### src/rtl/gpio_bank.sv
// Multi-port GPIO controller on the simple register bus: per-port DIR/OUT/IE/IS/EDGE registers,
// synchronised pin inputs, and sticky per-pin edge interrupts combined into one irq line.
module gpio_bank #(
  parameter int unsigned N_PORTS     = 3,
  parameter int unsigned WIDTH       = 8,
  parameter int unsigned ADDR_W      = 5,
  parameter int unsigned SYNC_STAGES = 2
) (
  input  logic                       clk,
  input  logic                       reset,
  input  logic [ADDR_W-1:0]          addr,
  input  logic                       wr_en,
  input  logic                       rd_en,
  input  logic [WIDTH-1:0]           wdata,
  output logic [WIDTH-1:0]           rdata,
  output logic                       rvalid,
  input  logic [N_PORTS*WIDTH-1:0]   gpio_in,
  output logic [N_PORTS*WIDTH-1:0]   gpio_out,
  output logic [N_PORTS*WIDTH-1:0]   gpio_oe,
  output logic                       irq
);

  localparam int unsigned PW = ADDR_W - 3;

  localparam logic [2:0] RegDir  = 3'd0;
  localparam logic [2:0] RegOut  = 3'd1;
  localparam logic [2:0] RegIn   = 3'd2;
  localparam logic [2:0] RegIe   = 3'd3;
  localparam logic [2:0] RegIs   = 3'd4;
  localparam logic [2:0] RegEdge = 3'd5;

  logic [PW-1:0] port_sel;
  logic [2:0]    reg_sel;
  logic          port_ok;

  assign port_sel = addr[ADDR_W-1:3];
  assign reg_sel  = addr[2:0];
  assign port_ok  = 32'(port_sel) < N_PORTS;

  logic [WIDTH-1:0] dir_q      [N_PORTS];
  logic [WIDTH-1:0] dir_d      [N_PORTS];
  logic [WIDTH-1:0] out_q      [N_PORTS];
  logic [WIDTH-1:0] out_d      [N_PORTS];
  logic [WIDTH-1:0] ie_q       [N_PORTS];
  logic [WIDTH-1:0] ie_d       [N_PORTS];
  logic [WIDTH-1:0] is_q       [N_PORTS];
  logic [WIDTH-1:0] is_d       [N_PORTS];
  logic [WIDTH-1:0] edge_sel_q [N_PORTS];
  logic [WIDTH-1:0] edge_sel_d [N_PORTS];
  logic [WIDTH-1:0] hist_q     [N_PORTS];
  logic [WIDTH-1:0] hist_d     [N_PORTS];
  logic [WIDTH-1:0] sync_q     [N_PORTS][SYNC_STAGES];
  logic [WIDTH-1:0] sync_d     [N_PORTS][SYNC_STAGES];

  logic [WIDTH-1:0] pin_s      [N_PORTS];
  logic [WIDTH-1:0] evt        [N_PORTS];
  logic [N_PORTS-1:0] wr_hit;

  logic [WIDTH-1:0] rd_val;
  logic [WIDTH-1:0] rdata_q, rdata_d;
  logic             rvalid_q, rvalid_d;
  logic             irq_q, irq_d;

  // Edge events: history holds the previous synchroniser output.
  always_comb begin
    for (int p = 0; p < N_PORTS; p++) begin
      pin_s[p]  = sync_q[p][SYNC_STAGES-1];
      evt[p]    = (edge_sel_q[p] & ~pin_s[p] & hist_q[p]) |
                  (~edge_sel_q[p] & pin_s[p] & ~hist_q[p]);
      wr_hit[p] = wr_en && port_ok && (port_sel == PW'(p));
    end
  end

  always_comb begin
    for (int p = 0; p < N_PORTS; p++) begin
      dir_d[p]      = dir_q[p];
      out_d[p]      = out_q[p];
      ie_d[p]       = ie_q[p];
      is_d[p]       = is_q[p];
      edge_sel_d[p] = edge_sel_q[p];
      hist_d[p]     = pin_s[p];
      sync_d[p][0]  = gpio_in[p*WIDTH +: WIDTH];
      for (int s = 1; s < SYNC_STAGES; s++) begin
        sync_d[p][s] = sync_q[p][s-1];
      end
      if (wr_hit[p]) begin
        case (reg_sel)
          RegDir:  dir_d[p]      = wdata;
          RegOut:  out_d[p]      = wdata;
          RegIe:   ie_d[p]       = wdata;
          RegIs:   is_d[p]       = is_q[p] & ~wdata;
          RegEdge: edge_sel_d[p] = wdata;
          default: ;
        endcase
      end
      // A new edge overrides a simultaneous W1C on the same bit.
      is_d[p] = is_d[p] | evt[p];
    end
  end

  always_comb begin
    rd_val = '0;
    for (int p = 0; p < N_PORTS; p++) begin
      if (port_sel == PW'(p)) begin
        case (reg_sel)
          RegDir:  rd_val = dir_q[p];
          RegOut:  rd_val = out_q[p];
          RegIn:   rd_val = pin_s[p];
          RegIe:   rd_val = ie_q[p];
          RegIs:   rd_val = is_q[p];
          RegEdge: rd_val = edge_sel_q[p];
          default: rd_val = '0;
        endcase
      end
    end
    rdata_d  = rd_en ? rd_val : rdata_q;
    rvalid_d = rd_en;
  end

  always_comb begin
    irq_d = 1'b0;
    for (int p = 0; p < N_PORTS; p++) begin
      irq_d = irq_d | (|(is_q[p] & ie_q[p]));
    end
  end

  always_ff @(posedge clk or negedge reset) begin
    if (!reset) begin
      for (int p = 0; p < N_PORTS; p++) begin
        dir_q[p]      <= '0;
        out_q[p]      <= '0;
        ie_q[p]       <= '0;
        is_q[p]       <= '0;
        edge_sel_q[p] <= '0;
        hist_q[p]     <= '0;
        for (int s = 0; s < SYNC_STAGES; s++) begin
          sync_q[p][s] <= '0;
        end
      end
      rdata_q  <= '0;
      rvalid_q <= 1'b0;
      irq_q    <= 1'b0;
    end else begin
      for (int p = 0; p < N_PORTS; p++) begin
        dir_q[p]      <= dir_d[p];
        out_q[p]      <= out_d[p];
        ie_q[p]       <= ie_d[p];
        is_q[p]       <= is_d[p];
        edge_sel_q[p] <= edge_sel_d[p];
        hist_q[p]     <= hist_d[p];
        for (int s = 0; s < SYNC_STAGES; s++) begin
          sync_q[p][s] <= sync_d[p][s];
        end
      end
      rdata_q  <= rdata_d;
      rvalid_q <= rvalid_d;
      irq_q    <= irq_d;
    end
  end

  for (genvar g = 0; g < N_PORTS; g++) begin : g_pins
    assign gpio_out[g*WIDTH +: WIDTH] = out_q[g];
    assign gpio_oe[g*WIDTH +: WIDTH]  = dir_q[g];
  end

  assign rdata  = rdata_q;
  assign rvalid = rvalid_q;
  assign irq    = irq_q;

endmodule

### config.mk
export PLATFORM = sky130hd
export DESIGN_NAME = gpio_bank
export DESIGN_NICKNAME = d
export VERILOG_FILES = /design/src/rtl/gpio_bank.sv
export SDC_FILE = /design/constraint.sdc
export NUM_CORES = 1
export LEC_CHECK = 0
export BUFFER_PORTS_ARGS = -buffer_cell sky130_fd_sc_hd__buf_4
export CAP_MARGIN = 20
export CORE_AREA = 4 4 143 145
export CTS_CLUSTER_DIAMETER = 200
export DETAILED_ROUTE_END_ITERATION = 8
export DIE_AREA = 0 0 147 149
export GPL_TIMING_DRIVEN = 0
export PLACE_DENSITY_LB_ADDON = 0.3
export SETUP_SLACK_MARGIN = 0.3
export SYNTH_ARGS = -nofsm -noshare
export SYNTH_HDL_FRONTEND = slang
export SYNTH_SLANG_ARGS = --single-unit
export TNS_END_PERCENT = 10
### constraint.sdc
create_clock -name clk -period 3.3 [get_ports clk]
set_input_delay 0.33 -clock clk [delete_from_list [all_inputs] [get_ports clk]]
set_output_delay 0.33 -clock clk [all_outputs]
set_load 0.005 [all_outputs]
Yosys cells after proc, flatten, opt, wreduce, memory -nomap -nowiden
Index checks and enable logic that the tools add are counted.
{"block": "classes", "eq_ne": 7, "shifts": 0, "multipliers": 0, "bitwise_logic": 36, "n_div": 0, "n_addsub": 0, "muxes": 12, "n_reduce_logical": 21, "n_lt_le_gt_ge": 1}
{"op": "$and 8x8->8", "n": 18}
{"op": "$pmux 8 s6", "n": 3}
{"op": "$not 8->8", "n": 10}
{"op": "$mux 8", "n": 9}
{"op": "$or 8x8->8", "n": 6}
{"op": "$reduce_and 2->1", "n": 12}
{"op": "$reduce_or 8->1", "n": 3}
{"op": "$eq 3x2->1 const B", "n": 2}
{"op": "$eq 3x3->1 const B", "n": 2}
{"op": "$logic_and 1x1->1", "n": 4}
{"op": "$eq 3x1->1 const B", "n": 1}
{"op": "$logic_not 3->1", "n": 1}
{"op": "$eq 2x1->1 const B", "n": 1}
{"op": "$eq 2x2->1 const B", "n": 1}
{"op": "$logic_not 2->1", "n": 1}
{"op": "$lt 2x2->1 const B", "n": 1}
{"op": "$or 1x1->1", "n": 2}
{"block": "word_totals", "word_cells": 104, "mem_bits_rw": 0, "mem_bits_ro": 0, "mem_count": 0, "latch_bits": 0, "register_bits": 202}

Logic depth before layout (Yosys ltp)
{"block": "logic_depth", "word_depth": 5, "ltp_mapped": 8}

Worst setup path before layout
Ideal clock, no wire load.
{"block": "synth_path", "path_type": "input to register", "startpoint": "input port addr[3]", "endpoint": "register edge_sel_q[0] (netlist name)", "path_buffers": 1, "arrival_time_ps": 1545, "slack_ps": 1630, "stages": 5, "setup_time_ps": 125, "path_cell_list": "buf_4 -> nor2b_1 -> nand2_1 -> nor2_2 -> mux2_2"}
{"block": "synth_between", "elab_chain_cells": 4}
{"item": "start: declaration", "line_no": "11", "rtl": "input logic [ADDR_W-1:0] addr,"}
{"item": "$lt 2x2->1", "line_no": "38", "rtl": "assign port_ok = 32'(port_sel) < N_PORTS;"}
{"item": "$logic_and 1x1->1", "line_no": "70", "rtl": "wr_hit[p] = wr_en && port_ok && (port_sel == PW'(p));"}
{"item": "$logic_and 1x1->1 *", "line_no": "70"}
{"item": "$reduce_and 2->1 (no source line) *"}
{"item": "end signal: indexed assignment", "line_no": "149", "rtl": "edge_sel_q[p] <= edge_sel_d[p];"}
{"item": "end: declaration", "line_no": "48", "rtl": "logic [WIDTH-1:0] edge_sel_q [N_PORTS];"}
Every way passes the cells marked *; elsewhere a longest branch is shown, timed or not.
A chain may end at the register's enable or synchronous reset.

==> run_results.csv <==
group,metric,value,unit
outcome,outcome,"complete, no violations",
floorplan,ios,99,
power_and_ir_drop,peakVddDrop,517,uV
floorplan,die_area,21900,sq um
clock_tree,numCtsBuffers,23,
global_route,grt_pass1_wl,39400,um
placement,port_buffers,94,
yosys,yosys-top-cells-area,"dfrtp_1 (59%), mux2_2 (14%), nand2_1 (2.8%)",
cells_and_area,diodes,0,
yosys,synth_fp_nets,705,
placement,dp.cells,1024,
clock_tree,clk_path_buf_depth,3,
clock_tree,clk_latency,0.50,ns
worst_setup_path,critPathArrivalTime,2.45,ns
floorplan,rows,51,
job,maxCapViolations,0,
floorplan,start_util,44.4,%
cells_and_area,finalNetCount,851,
yosys,synth-edff-count,0,
yosys,synth_area,8530,sq um
yosys,synthCells,664,
global_route,antenna_found_initial,0,
global_route,grt.overflow.total,0,
routing,first_pass_iters,5,
worst_hold_path,hold_path_depth,2,
timing,finalCritPeriodShare,63.0,%
worst_setup_path,critical_path.startpoint,"addr[1]",
routing,drc,0,
yosys,synthFlopType,"dfrtp_1",
yosys,ys_types,47,
yosys,synth_seq_area_share,59.2,%
yosys,avgSynthCellArea,12.9,sq um
yosys,yosys.area.top_type,"dfrtp_1",
yosys,synthArstFlopShare,100,%
worst_setup_path,regToRegSetupSlack,1.62,ns
global_route,grt_max_degree,121,
timing,finalHoldViolations,0,
timing,max_freq,0.481,GHz
worst_setup_path,rr_worst_depth,5,
clock_tree,cts_tree,"done",
worst_setup_path,cp_slowest_cell,"nor3b_1",
worst_setup_path,r2r-start,"ie_q[18]",
worst_setup_path,start_kind,"primary input",
floorplan,dieWidth,147,um
floorplan,chipHeight,149,um
worst_setup_path,crit_fanout,10,
worst_setup_path,required,3.67,ns
clock_tree,cts_sinks,202,
power_and_ir_drop,swShare,26.4,%
global_route,groute.usage.overall,23.8,%
routing,via_per_inst,5.77,
routing,routedWlPerCell,24.1,um
power_and_ir_drop,p_switching,1.73,mW
cells_and_area,area_delta_synth_final,24.2,%
placement,place_congestion,0.921,
routing,routed_wl,26300,um
timing,skew,0.0110,ns
routing,via_count,6284,
timing,fin_tns_setup,0,ns
routing,ant_nets,0,
timing,maxSlewHeadroom,34.4,%
timing,layout_min_cycle_time,2.08,ns
power_and_ir_drop,p_per_area,617,nW/um^2
global_route,grt_pass1_vias,6391,
clock_tree,ctsHoldBuffers,26,
clock_tree,postCtsSetupRepairBufs,0,
power_and_ir_drop,pwr-share-seq,46.6,%
worst_setup_path,critical_path.cell_chain,"buf_4 -> buf_6 -> nor3b_1 -> buf_2 -> nand2_1 -> o21ai_0 -> o211ai_1",
clock_tree,cts_root_buffer,"clkbuf_16",
worst_setup_path,crit_path_end_kind,"flip-flop",
power_and_ir_drop,p_int,4.81,mW
cells_and_area,final_cells,1090,
power_and_ir_drop,p_comb_share,15.4,%
worst_setup_path,path_delay_family,"simple AND/OR/NAND/NOR gates",
power_and_ir_drop,p_clk_share,38.0,%
cells_and_area,drive_above_1_share,33.9,%
worst_setup_path,cpPeakStageDelay,0.79,ns
yosys,synth_warnings,0,
yosys,yosysTopAreaCellShare,59.2,%
timing,setup_violations,0,
worst_hold_path,min_to,"edge_sel_q[8]",
clock_tree,cts_resized,0,
worst_hold_path,holdCritStartpoint,"wdata[0]",
placement,hpwlAfterDp,18100,um
worst_hold_path,hold_class,"primary input to flip-flop",
worst_setup_path,cp_num_buf_inv,3,
power_and_ir_drop,cellLeakagePower,4.66,nW
yosys,ys_ff_latch,202,
timing,tightest_slew,0.982,ns
worst_setup_path,setup.worst_path.class,"primary input to flip-flop",
worst_setup_path,reg2reg_to,"rdata[2]",
floorplan,core_area,19200,sq um
routing,drtIter0Drc,682,
clock_tree,cts_htree_levels,1,
timing,rsz0062_at_grt,"false",
clock_tree,path_clk_slew,0.06,ns
timing,final_max_slew_viol_count,0,
[cells by family after synthesis]
kind of cell	count (synthesis)	synth area share (%)
AOI/OAI and AO/OA	144	11.6
buffers and inverters	37	2.68
DFF	202	59.2
muxes	137	18.5
and+or+nand+nor	144	7.99
[through the flow]
stage          setup slack, ns  area, sq um  utilization (%)  power [mW]  hold slack [ns]
6_report                  1.22        10600             55.2        6.54           0.0894
5_1_grt                   1.25        10600             55.2        6.82           0.0875
4_1_cts                   1.30        10600             55.2        6.58           0.0758
3_5_place_dp             0.781         9610             50.0        4.07            0.335
3_3_place_gp             0.593         9570             49.8        4.01            0.331
2_1_floorplan             1.63         8530                -        3.53           0.0344
[layout make-up]
type	instances	area, sq um
inverter	5	18.8
multi-input combinational	425	3250
clock buffer	30	622
timing repair buffer	121	1000
buffer	32	210
sequential	202	5050
tap	265	332
clock inverter	10	109
fill	1630	8610
[power groups by stage]
stage / combinational (mW) / sequential [mW] / clock [mW]
after floorplan: 0.527 / 3.00 / 0
after global placement: 0.951 / 3.06 / 0
after detailed placement: 0.983 / 3.08 / 0
after CTS: 1.01 / 3.04 / 2.53
after global routing: 1.09 / 3.08 / 2.65
final: 1.01 / 3.05 / 2.48
[state kept, by name (all words and copies together) (netlist names)]
register,flops
hist_q,24
irq,1
ie_q,24
is_q,24
rvalid,1
hist_d,24
gpio_out,24
rdata,8
gpio_oe,24
sync_d,24
edge_sel_q,24
[per-layer routing]
metal | vias up | GRT usage (%) | wire length [um]
met2 | 309 | 37.7 | 12200
met5 | - | 0 | 0
li1 | 2732 | - | -
met4 | 0 | 7.97 | 835
met3 | 64 | 4.31 | 2000
met1 | 3179 | 33.5 | 11300
[worst reg2reg max path, cell delays in order, from the launching register on]
cell      delay [ns]
dfrtp_1         0.41
mux2i_1         0.18
o22ai_1         0.10
a211oi_1        0.44
o22ai_1         0.15
a32o_1          0.29
[worst max path at each step]
stage,end,cells after the start
after floorplan,edge_sel_q[0],5
after global placement,hist_d[16],1
after detailed placement,gpio_out[13],6
after CTS,gpio_out[14],6
after global routing,is_q[2],7
final,is_q[2],7
[Yosys cell counts (3+ instances only)]
cell type	instances
a21oi_1	20
a221oi_1	7
a22oi_1	14
a31oi_1	7
a32o_1	10
a32oi_1	4
and2_1	4
and3_1	4
buf_2	9
buf_6	8
clkbuf_1	12
dfrtp_1	202
inv_1	3
mux2_2	109
mux2i_1	22
mux4_2	5
nand2_1	64
nand2b_1	3
nand3_2	3
nand4_1	6
nor2_1	40
nor2_2	5
nor2b_1	6
o211ai_1	26
o21ai_0	34
o221ai_1	3
o22ai_1	8
[cell usage in the layout, fill, tap and decap left out, types with 6 or more instances in the layout]
cell,Yosys,layout
clkbuf_16,0,23
a31oi_1,7,7
nand4_1,6,6
o21ai_0,34,34
dlygate4sd3_1,0,26
clkbuf_1,12,17
buf_2,9,9
a21oi_1,20,20
dfrtp_1,202,202
buf_4,2,95
a32o_1,10,10
o22ai_1,8,8
a221oi_1,7,7
mux2_2,109,109
nand2_1,64,64
nor2_1,40,40
nor2b_1,6,6
o211ai_1,26,26
a22oi_1,14,14
buf_6,8,8
mux2i_1,22,22
No activity file was read; power rests on OpenSTA's default activity.
